==> src/rtl/avst_tx_pkt_gen_if.sv <==
`default_nettype none
// ============================================================================
// Module : avst_tx_pkt_gen_if
// Brief  : 64-bit Avalon-ST bundle between the packet generator and the sink.
// Rev    : 1.0  initial release
// ============================================================================
interface avst_tx_pkt_gen_if;
   logic [63:0] data;
   logic        valid;
   logic        ready;
   logic        startofpacket;
   logic        endofpacket;
   logic [2:0]  empty;
   logic        error;

   modport master (
      output data, valid, startofpacket, endofpacket, empty, error,
      input  ready
   );

   modport slave (
      input  data, valid, startofpacket, endofpacket, empty, error,
      output ready
   );
endinterface
`default_nettype wire

==> src/rtl/avst_tx_pkt_gen.sv <==
`default_nettype none
// ============================================================================
// Module : avst_tx_pkt_gen
// Brief  : Avalon-ST Ethernet frame source with sequence numbers, gaps and
//          counters. Optional eop error injection under PKTGEN_ERR_INJECT_EN.
// Rev    : 1.0  initial release
// ============================================================================
module avst_tx_pkt_gen #(
   parameter int          MAX_LEN   = 9600,
   parameter int          MIN_LEN   = 64,
   parameter logic [15:0] ETHERTYPE = 16'h88B5
) (
   input  wire logic        clk_156_in_clk_clk,
   input  wire logic        rst_in_reset_reset_n,
   input  wire logic        start,
   input  wire logic        stop,
   input  wire logic [13:0] cfg_len,
   input  wire logic [31:0] cfg_num_pkts,
   input  wire logic [7:0]  cfg_gap,
   input  wire logic [47:0] cfg_dst_mac,
   input  wire logic [47:0] cfg_src_mac,
`ifdef PKTGEN_ERR_INJECT_EN
   input  wire logic [7:0]  cfg_err_every,
`endif
   avst_tx_pkt_gen_if.master tx_st_out,
   output logic             busy,
   output logic             done,
   output logic [31:0]      sent_pkts,
   output logic [31:0]      stall_cycles
);

   localparam logic [13:0] c_min_len  = 14'(MIN_LEN);
   localparam logic [13:0] c_max_len  = 14'(MAX_LEN);

   localparam logic [1:0]  c_st_idle  = 2'd0;
   localparam logic [1:0]  c_st_send  = 2'd1;
   localparam logic [1:0]  c_st_gap   = 2'd2;

   logic [1:0]  r_state;
   logic [1:0]  w_next_state;

   logic [47:0] r_dst;
   logic [47:0] r_src;
   logic [31:0] r_num;
   logic [7:0]  r_gap;
   logic [10:0] r_last_beat;
   logic [2:0]  r_eop_empty;
   logic [10:0] r_beat;
   logic [7:0]  r_gap_cnt;
   logic [15:0] r_seq;
   logic        r_stop_seen;
   logic [31:0] r_sent_pkts;
   logic [31:0] r_stall_cycles;
   logic        r_done;

   logic [13:0] w_len_clamped;
   logic [10:0] w_last_beat;
   logic        w_valid;
   logic        w_eop;
   logic        w_xfer;
   logic        w_eop_xfer;
   logic        w_run_over;
   logic        w_err;
   logic [3:0]  w_keep;

   always_comb begin
      w_len_clamped = cfg_len;
      if (cfg_len < c_min_len) begin
         w_len_clamped = c_min_len;
      end else if (cfg_len > c_max_len) begin
         w_len_clamped = c_max_len;
      end
   end

   // Index of the eop beat: ceil(L/8) - 1
   assign w_last_beat = w_len_clamped[13:3] + {10'd0, |w_len_clamped[2:0]} - 11'd1;

   assign w_valid    = (r_state == c_st_send);
   assign w_eop      = w_valid && (r_beat == r_last_beat);
   assign w_xfer     = w_valid && tx_st_out.ready;
   assign w_eop_xfer = w_xfer && w_eop;
   assign w_run_over = ((r_num != 32'd0) && ((r_sent_pkts + 32'd1) == r_num))
                       || r_stop_seen || stop;

   // ---------------------------------------------------------------- state reg
   always_ff @(posedge clk_156_in_clk_clk) begin
      if (!rst_in_reset_reset_n) begin
         r_state <= c_st_idle;
      end else begin
         r_state <= w_next_state;
      end
   end

   // ---------------------------------------------------------------- next state
   always_comb begin
      w_next_state = r_state;
      case (r_state)
         c_st_idle: begin
            if (start) begin
               w_next_state = c_st_send;
            end
         end
         c_st_send: begin
            if (w_eop_xfer) begin
               if (w_run_over) begin
                  w_next_state = c_st_idle;
               end else if (r_gap != 8'd0) begin
                  w_next_state = c_st_gap;
               end else begin
                  w_next_state = c_st_send;
               end
            end
         end
         c_st_gap: begin
            if (stop) begin
               w_next_state = c_st_idle;
            end else if (r_gap_cnt == 8'd0) begin
               w_next_state = c_st_send;
            end
         end
         default: begin
            w_next_state = c_st_idle;
         end
      endcase
   end

   // ---------------------------------------------------------------- datapath
   always_ff @(posedge clk_156_in_clk_clk) begin
      if (!rst_in_reset_reset_n) begin
         r_dst          <= '0;
         r_src          <= '0;
         r_num          <= '0;
         r_gap          <= '0;
         r_last_beat    <= '0;
         r_eop_empty    <= '0;
         r_beat         <= '0;
         r_gap_cnt      <= '0;
         r_seq          <= '0;
         r_stop_seen    <= 1'b0;
         r_sent_pkts    <= '0;
         r_stall_cycles <= '0;
         r_done         <= 1'b0;
      end else begin
         r_done <= (r_state != c_st_idle) && (w_next_state == c_st_idle);
         if (r_state == c_st_idle) begin
            if (start) begin
               r_dst          <= cfg_dst_mac;
               r_src          <= cfg_src_mac;
               r_num          <= cfg_num_pkts;
               r_gap          <= cfg_gap;
               r_last_beat    <= w_last_beat;
               r_eop_empty    <= 3'd0 - w_len_clamped[2:0];
               r_beat         <= '0;
               r_seq          <= '0;
               r_stop_seen    <= 1'b0;
               r_sent_pkts    <= '0;
               r_stall_cycles <= '0;
            end
         end else begin
            if (w_valid && !tx_st_out.ready && (r_stall_cycles != '1)) begin
               r_stall_cycles <= r_stall_cycles + 32'd1;
            end
            if (w_xfer) begin
               r_beat <= w_eop ? 11'd0 : r_beat + 11'd1;
            end
            // A stop seen during a frame is remembered until that frame's eop
            if (w_eop_xfer) begin
               r_seq       <= r_seq + 16'd1;
               r_sent_pkts <= r_sent_pkts + 32'd1;
               r_stop_seen <= 1'b0;
               r_gap_cnt   <= r_gap - 8'd1;
            end else if (stop && (r_state == c_st_send)) begin
               r_stop_seen <= 1'b1;
            end
            if ((r_state == c_st_gap) && (r_gap_cnt != 8'd0)) begin
               r_gap_cnt <= r_gap_cnt - 8'd1;
            end
         end
      end
   end

`ifdef PKTGEN_ERR_INJECT_EN
   logic [7:0] r_err_every;
   logic [7:0] r_err_cnt;
   logic       w_err_hit;

   // r_err_cnt tracks (seq mod err_every), avoiding a divider
   assign w_err_hit = (r_err_every != 8'd0) && ((r_err_cnt + 8'd1) == r_err_every);

   always_ff @(posedge clk_156_in_clk_clk) begin
      if (!rst_in_reset_reset_n) begin
         r_err_every <= '0;
         r_err_cnt   <= '0;
      end else if ((r_state == c_st_idle) && start) begin
         r_err_every <= cfg_err_every;
         r_err_cnt   <= '0;
      end else if (w_eop_xfer) begin
         r_err_cnt <= w_err_hit ? 8'd0 : r_err_cnt + 8'd1;
      end
   end

   assign w_err = w_eop && w_err_hit;
`else
   assign w_err = 1'b0;
`endif

   // ---------------------------------------------------------------- outputs
   always_comb begin
      tx_st_out.valid         = w_valid;
      tx_st_out.startofpacket = w_valid && (r_beat == 11'd0);
      tx_st_out.endofpacket   = w_eop;
      tx_st_out.empty         = w_eop ? r_eop_empty : 3'd0;
      tx_st_out.error         = w_err;
      tx_st_out.data          = '0;
      w_keep                  = 4'd8 - {1'b0, r_eop_empty};
      if (w_valid) begin
         case (r_beat)
            11'd0:   tx_st_out.data = {r_dst, r_src[47:32]};
            11'd1:   tx_st_out.data = {r_src[31:0], ETHERTYPE, r_seq};
            default: begin
               // Payload byte j of beat b is (8b + j) mod 256
               for (int j = 0; j < 8; j++) begin
                  tx_st_out.data[63-8*j -: 8] = {r_beat[4:0], 3'(j)};
               end
            end
         endcase
         if (w_eop) begin
            for (int j = 0; j < 8; j++) begin
               if (4'(j) >= w_keep) begin
                  tx_st_out.data[63-8*j -: 8] = 8'd0;
               end
            end
         end
      end
      busy = (r_state != c_st_idle);
   end

   assign done         = r_done;
   assign sent_pkts    = r_sent_pkts;
   assign stall_cycles = r_stall_cycles;

endmodule
`default_nettype wire

==> src/flat_wrapper.sv <==
// flat-port wrapper written by rule: the top's interface ports become plain ports
module avst_tx_pkt_gen_flat 
#(
   parameter int          MAX_LEN   = 9600,
   parameter int          MIN_LEN   = 64,
   parameter logic [15:0] ETHERTYPE = 16'h88B5
)
  (clk_156_in_clk_clk, rst_in_reset_reset_n, start, stop, cfg_len, cfg_num_pkts, cfg_gap, cfg_dst_mac, cfg_src_mac, busy, done, sent_pkts, stall_cycles, tx_st_out_data, tx_st_out_valid, tx_st_out_startofpacket, tx_st_out_endofpacket, tx_st_out_empty, tx_st_out_error, tx_st_out_ready);
  avst_tx_pkt_gen_if tx_st_out_i ();
  input  wire logic clk_156_in_clk_clk;
  input  wire logic rst_in_reset_reset_n;
  input  wire logic start;
  input  wire logic stop;
  input  wire logic [13:0] cfg_len;
  input  wire logic [31:0] cfg_num_pkts;
  input  wire logic [7:0] cfg_gap;
  input  wire logic [47:0] cfg_dst_mac;
  input  wire logic [47:0] cfg_src_mac;
  output logic busy;
  output logic done;
  output logic [31:0] sent_pkts;
  output logic [31:0] stall_cycles;
  output wire logic [$bits(tx_st_out_i.data)-1:0] tx_st_out_data;
  output wire logic [$bits(tx_st_out_i.valid)-1:0] tx_st_out_valid;
  output wire logic [$bits(tx_st_out_i.startofpacket)-1:0] tx_st_out_startofpacket;
  output wire logic [$bits(tx_st_out_i.endofpacket)-1:0] tx_st_out_endofpacket;
  output wire logic [$bits(tx_st_out_i.empty)-1:0] tx_st_out_empty;
  output wire logic [$bits(tx_st_out_i.error)-1:0] tx_st_out_error;
  input wire logic [$bits(tx_st_out_i.ready)-1:0] tx_st_out_ready;
  assign tx_st_out_data = tx_st_out_i.data;
  assign tx_st_out_valid = tx_st_out_i.valid;
  assign tx_st_out_startofpacket = tx_st_out_i.startofpacket;
  assign tx_st_out_endofpacket = tx_st_out_i.endofpacket;
  assign tx_st_out_empty = tx_st_out_i.empty;
  assign tx_st_out_error = tx_st_out_i.error;
  assign tx_st_out_i.ready = tx_st_out_ready;
  avst_tx_pkt_gen #(.MAX_LEN(MAX_LEN), .MIN_LEN(MIN_LEN), .ETHERTYPE(ETHERTYPE)) u_core (.clk_156_in_clk_clk(clk_156_in_clk_clk), .rst_in_reset_reset_n(rst_in_reset_reset_n), .start(start), .stop(stop), .cfg_len(cfg_len), .cfg_num_pkts(cfg_num_pkts), .cfg_gap(cfg_gap), .cfg_dst_mac(cfg_dst_mac), .cfg_src_mac(cfg_src_mac), .tx_st_out(tx_st_out_i), .busy(busy), .done(done), .sent_pkts(sent_pkts), .stall_cycles(stall_cycles));
endmodule
==> config.mk <==
export PLATFORM = sky130hd
export DESIGN_NAME = avst_tx_pkt_gen_flat
export DESIGN_NICKNAME = d
export VERILOG_FILES = /design/src/rtl/avst_tx_pkt_gen_if.sv /design/src/rtl/avst_tx_pkt_gen.sv /design/src/flat_wrapper.sv
export SDC_FILE = /design/constraint.sdc
export NUM_CORES = 1
export LEC_CHECK = 0
export ABC_CLOCK_PERIOD_IN_PS = 6500
export BUFFER_PORTS_ARGS = -buffer_cell sky130_fd_sc_hd__buf_2
export CORE_MARGIN = 2
export CORE_UTILIZATION = 59
export CTS_CLUSTER_SIZE = 12
export DETAILED_ROUTE_END_ITERATION = 6
export MAX_ROUTING_LAYER = met4
export PLACE_DENSITY_LB_ADDON = 0.1
export RECOVER_POWER = 25
export SLEW_MARGIN = 5
export SYNTH_ARGS = -nofsm -noshare
export SYNTH_HDL_FRONTEND = slang
export SYNTH_SLANG_ARGS = --single-unit
==> constraint.sdc <==
create_clock -name clk_156_in_clk_clk -period 6.5 [get_ports clk_156_in_clk_clk]
set_clock_uncertainty 0.15 [all_clocks]
set_input_delay 1.3 -clock clk_156_in_clk_clk [delete_from_list [all_inputs] [get_ports clk_156_in_clk_clk]]
set_output_delay 1.3 -clock clk_156_in_clk_clk [all_outputs]
set_load 0.02 [all_outputs]
# == Word-level counts from Yosys, hierarchy flattened ==
# Cells that the tools add are included.
# word_totals
latch_bits,0
mem_count,0
regBits,253
mem_bits_ro,0
ram_bits,0
word_cells,114
# op_classes
n_mux,39
bitwise,1
n_reduce_logical,33
n_lt_le_gt_ge,10
eq_ne,7
add_sub_neg,10
div,0
shifts,0
multipliers,0
# op_table
cell,n
32-bit two-way mux,5
64-bit two-way mux,2
64-bit one-hot mux with 2 select lines,1
8-bit two-way mux,10
32-bit by 1-bit adder with 32-bit output (second input constant),2
16-bit two-way mux,3
11-bit two-way mux,4
32-bit equality test,1
32-bit inequality test (second input constant),1
32-bit nonzero test,1
14-bit two-way mux,2
16-bit by 1-bit adder with 16-bit output (second input constant),1
3-bit by 4-bit >= comparator with 1-bit output (first input constant),4
8-bit nonzero test,2
8-bit by 1-bit subtractor with 8-bit output (second input constant),2
14-bit greater-than comparator (second input constant),1
14-bit by 7-bit less-than comparator with 1-bit output (second input constant),1
2-bit two-way mux,6
2-bit AND reduction,6
11-bit by 1-bit adder with 11-bit output,1
11-bit by 1-bit adder with 11-bit output (second input constant),1
11-bit by 1-bit equality test with 1-bit output (second input constant),1
11-bit equality test,1
11-bit logical NOT,1
other kinds (20),40

# == Depth between registers and ports, before layout ==
# logic_depth
word_depth,10
ltp_mapped,16
ltp_nobuf,15

# == Worst setup path before layout ==
# Ideal clock, no wire load.
# synth_path
path_kind,in2reg
start,in cfg_len[9]
end,reg u_core.r_last_beat[8]
n_path_buf,0
stages,12
setup_time_ns,0.137
required_ns,6.213
slack_ns,2.335
arrival_time_ns,3.878
cell_sequence,or4_1 -> nor4_2 -> nor2_1 -> nand2_1 -> ha_1 -> ha_1 -> ha_1 -> ha_1 -> nand2b_1 -> nor3_1 -> mux2i_1 -> a211oi_1
# synth_between
elab_chain_len,6
# synth_lines
item,line_no,text
start: declaration,flat_wrapper.sv:14,input wire logic [13:0] cfg_len;
14-bit greater-than comparator,avst_tx_pkt_gen.sv:70,end else if (cfg_len > c_max_len) begin
14-bit two-way mux,avst_tx_pkt_gen.sv:70,
14-bit two-way mux (*),avst_tx_pkt_gen.sv:68,if (cfg_len < c_min_len) begin
3-bit OR reduction,avst_tx_pkt_gen.sv:76,"assign w_last_beat = w_len_clamped[13:3] + {10'd0, |w_len_clamped[2:0]} - 11'd1;"
11-bit by 1-bit adder with 11-bit output (*),avst_tx_pkt_gen.sv:76,
11-bit by 1-bit subtractor with 11-bit output (*),avst_tx_pkt_gen.sv:76,
end signal: assignment,avst_tx_pkt_gen.sv:151,r_last_beat <= w_last_beat;
end: declaration,avst_tx_pkt_gen.sv:46,logic [10:0] r_last_beat;
# Every way passes the cells marked *; elsewhere a longest branch is shown, timed or not.
# A chain may end at the register's enable or synchronous reset.

# == Worst setup path after layout ==
# layout_path
start,reg u_core.r_state[1]
end,out tx_st_out_data[58]
# layout_between
elab_chain_len,4
# layout_lines
item,line_no,text
start: declaration,avst_tx_pkt_gen.sv:39,logic [1:0] r_state;
start signal: assignment,avst_tx_pkt_gen.sv:88,r_state <= c_st_idle;
start signal: assignment,avst_tx_pkt_gen.sv:90,r_state <= w_next_state;
2-bit by 1-bit equality test with 1-bit output (*),avst_tx_pkt_gen.sv:78,assign w_valid = (r_state == c_st_send);
1-bit logical AND,avst_tx_pkt_gen.sv:79,assign w_eop = w_valid && (r_beat == r_last_beat);
64-bit two-way mux,avst_tx_pkt_gen.sv:227,if (w_eop) begin
64-bit two-way mux (*),avst_tx_pkt_gen.sv:216,if (w_valid) begin
end: declaration,flat_wrapper.sv:23,output wire logic [$bits(tx_st_out_i.data)-1:0] tx_st_out_data;
# Marks and branches as above.

==> impl_metrics.toml <==
[clock_network]
postCtsSetupBuffers = 0
clock_path_buffers = 3
clk_latency_ns = 0.55
cts_max_level = 1
post_cts_resized = 0
cts-hold-fix-buffers = 0
clkTransAtPathRegs_ns = 0.06
clock-root-buffer = "clkbuf_16"
clock_sinks = 253
cts_tree = "built"
cts_buffers = 28

[logic_synthesis]
synth_edf_count = 0
synth.largest_area_cell = "dfxtp_1"
ys_seq_area_share_pct = 38.8
synth_seq_cells = 253
synth-main-ff-cell = "dfxtp_1"
yosys-top-cells-area = "dfxtp_1, nand2_1, a21oi_1"
syn-num-nets = 1902
synthCells = 1735
synth_cell_type_count = 72
synth.avg_cell_area_sq_um = 7.53
syn_area_sq_um = 13100
ys_async_sr_fraction_pct = 0
yosysTopAreaCellShare_pct = 38.8
synth-warning-count = 0

[final_layout]
utilization_pct = 70.8
drive_gt1_share_pct = 15.2
fin_area_sq_um = 15400
syn2layout_area_growth_pct = 17.9
nets = 2118

[worst_setup_path]
critPathArrivalTime_ns = 4.06
worst_setup_path_start_kind = "flip-flop"
required_ns = 5.05
reg2regPathDepth = 7
crit_path_end_kind = "primary output"
crit_chain = "nand2b_1 -> buf_4 -> inv_2 -> nand4_1 -> nor3_1 -> o31ai_1 -> nor3b_1 -> nand2b_1 -> nor2_1 -> buf_2"
crit_top_cell = "nand2b_1"
critPathMaxStageDelay_ns = 0.77
critical_path_class = "flip-flop to primary output"
timing.rr.start = "u_core.r_state[1]"
crit_slowest_cell = "nor3b_1"
crit_fanout = 16
reg2reg_to = "u_core.r_seq[4]"
critPathLaunch = "u_core.r_state[1]"
rrSetupSlack_ns = 1.47

[grt]
grt_pass1_wl_um = 65200
grt_overflow = 0
grt_max_degree = 100
grt_pass1_vias = 12717
antenna_found_initial = 2
grt.total_usage_pct = 34.6

[timing]
rsz0062_at_grt = "no"
fin_setup_tns_ns = 0
fmax_ghz = 0.182
finalCritPeriodShare_pct = 84.8
max_slew.worst_pin.slew_ns = 3.52
slew_headroom_pct = -134
setup_viol_count_final = 0
finalHoldViolCount = 0
slew_viol_final = 174
fin_crit_ns = 5.51
holdWs_ns = 0.299

[floorplanning]
core_area_sq_um = 21800
die_h_um = 153
initial_core_util_pct = 60.1
rows = 54
die_x_um = 153
die-area_sq_um = 23400
io-pin-count = 292

[worst_hold_path]
min_path_cells = 2
hold_start = "u_core.r_dst[9]"
min_to = "u_core.r_dst[9]"
hold_path.class = "flip-flop to flip-flop"

[placed_design]
placedInstanceArea_sq_um = 14600
place_congestion = 0.959
io_buffer_count = 290
dp_hpwl_um = 28900

[flow_run]
cap_violations = 2

[status]
outcome = "finished, violations left"
violations = "DRC, capacitance limit, slew limit"

[detailed_routing]
wl_per_cell_um = 18.4
detail-route-antenna-nets = 0
via_count = 13627
drtIter0Drc = 1082
post-route-drc-count = 2
dr.pass1.iters = 7
via_per_inst = 6.05
wirelength_um = 41400

[pwr]
pwr-share-clk_pct = 41.7
p_switching_mw = 1.11
vdd_drop_max_mv = 0.215
powerDensity_nw_per_um2 = 255
switching_share_pct = 28.2
seqPwrFrac_pct = 42.8
intPower_mw = 2.82
p_leak_nw = 5.94
p_comb_share_pct = 15.6
## registers in the layout, indices dropped and copies added, names as in the netlist
name and flops:
u_core.r_seq 16, u_core.r_state 2, u_core.r_last_beat 11, u_core.sent_pkts 32
u_core.r_dst 48, u_core.r_num 32, u_core.r_beat 11, u_core.r_gap_cnt 8
u_core.r_src 48, u_core.done 1, u_core.r_eop_empty 3, u_core.r_gap 8
u_core.r_stop_seen 1, u_core.stall_cycles 32
## routing by layer
layer  global-route usage (%)  wire, um  up-vias
met4                     13.0      1590        0
met1                     43.1     16900     6412
met2                     56.6     19800      557
li1                         -         -     6543
met3                     5.67      3180      115
met5                        -         0        -
## critical path, delay by kind of cell, from the launching register on
| kind | cells | cell delay [ns] |
|---|---|---|
| simple gates | 6 | 2.17 |
| buf+inv | 3 | 0.63 |
| compound gates | 1 | 0.35 |
| flops | 1 | 0.34 |
## logic make-up after synthesis
kind of cell    Yosys count  synth area share, %
buf+inv                 141                 4.17
simple gates            772                 27.3
compound gates          439                 20.6
xor+xnor                104                 6.97
fa+ha+maj                12                 1.15
mux                      13                 1.01
flops                   253                 38.8
other cells               1               0.0287
## layout by cell type (no fill, tap or decap), types with 5 or more instances in the layout
| cell type | n |
|---|---|
| inv_1 | 19 |
| mux2i_1 | 12 |
| and2_1 | 11 |
| a21oi_1 | 193 |
| a22o_1 | 20 |
| o22ai_1 | 5 |
| nor2_1 | 153 |
| and4_1 | 14 |
| or3_1 | 11 |
| nor4_1 | 24 |
| o31ai_1 | 13 |
| nand2_1 | 349 |
| o2111ai_1 | 6 |
| o21ai_0 | 43 |
| nand2b_1 | 10 |
| buf_2 | 225 |
| o21ai_1 | 39 |
| clkbuf_16 | 28 |
| buf_4 | 12 |
| nand4_1 | 44 |
| xor2_1 | 55 |
| clkbuf_1 | 74 |
| a31oi_1 | 8 |
| a221oi_1 | 5 |
| xnor2_1 | 49 |
| o21a_1 | 10 |
| nor3_1 | 47 |
| a211oi_1 | 16 |
| ha_1 | 12 |
| a22oi_1 | 27 |
| or4_1 | 7 |
| dfxtp_1 | 253 |
| nor2b_1 | 6 |
| and3_1 | 20 |
| o211ai_1 | 12 |
| nand3_1 | 50 |
## cell usage after synthesis, types with 5 or more instances
cell / number
o2111ai_1: 6
nor2_1: 155
o211ai_1: 12
nor3_1: 46
nand2b_1: 10
clkbuf_1: 102
o22ai_1: 5
a221oi_1: 5
ha_1: 12
o31ai_1: 13
nand2_1: 349
a31oi_1: 8
dfxtp_1: 253
nand4_1: 44
or3_1: 11
buf_1: 7
nor2b_1: 6
xor2_1: 55
a211oi_1: 16
inv_1: 20
buf_2: 10
or4_1: 7
nand3_1: 50
a22o_1: 20
o21ai_0: 35
mux2i_1: 12
and2_1: 12
a21oi_1: 194
o21a_1: 10
xnor2_1: 49
nor4_1: 24
a22oi_1: 27
o21ai_1: 47
and4_1: 14
and3_1: 20
## cell type report
cell class                      count  area [sq um]
Clock inverter                     10           164
Clock buffer                       38           778
Antenna cell                        2          5.00
Multi-Input combinational cell   1341          7480
Tap cell                          280           350
Timing Repair Buffer              306          1480
Inverter                           21          81.3
Sequential cell                   253          5060
Fill cell                        1913          6350
## stage by stage
stage / instances / power (mW) / worst slack (ns)
floorplan: 1735 / 2.09 / 2.34
global placement: 2201 / 2.31 / 1.84
detailed placement: 2201 / 2.31 / 1.83
CTS: 2249 / 3.93 / 1.26
global route: 2251 / 4.06 / 0.657
finish: 2251 / 3.93 / 0.990
## power by group through the flow
stage                     clock network [mW]  registers (mW)  logic, mW
after global placement                     0            1.71      0.597
after CTS                               1.65            1.68      0.606
after floorplan                            0            1.69      0.403
after detailed placement                   0            1.71      0.602
after global routing                    1.71            1.69      0.670
final                                   1.64            1.68      0.612
## how the worst max path moves through the flow
stage / cells after the start / to / slack [ns]
after global routing: 7 / u_core.r_seq[4] / 0.66
after floorplan: 12 / u_core.r_last_beat[8] / 2.34
after global placement: 13 / u_core.r_last_beat[8] / 1.84
final: 10 / tx_st_out_data[58] / 0.99
after detailed placement: 13 / u_core.r_last_beat[8] / 1.83
after CTS: 10 / tx_st_out_data[58] / 1.26
(Power assumes the default switching activity.)
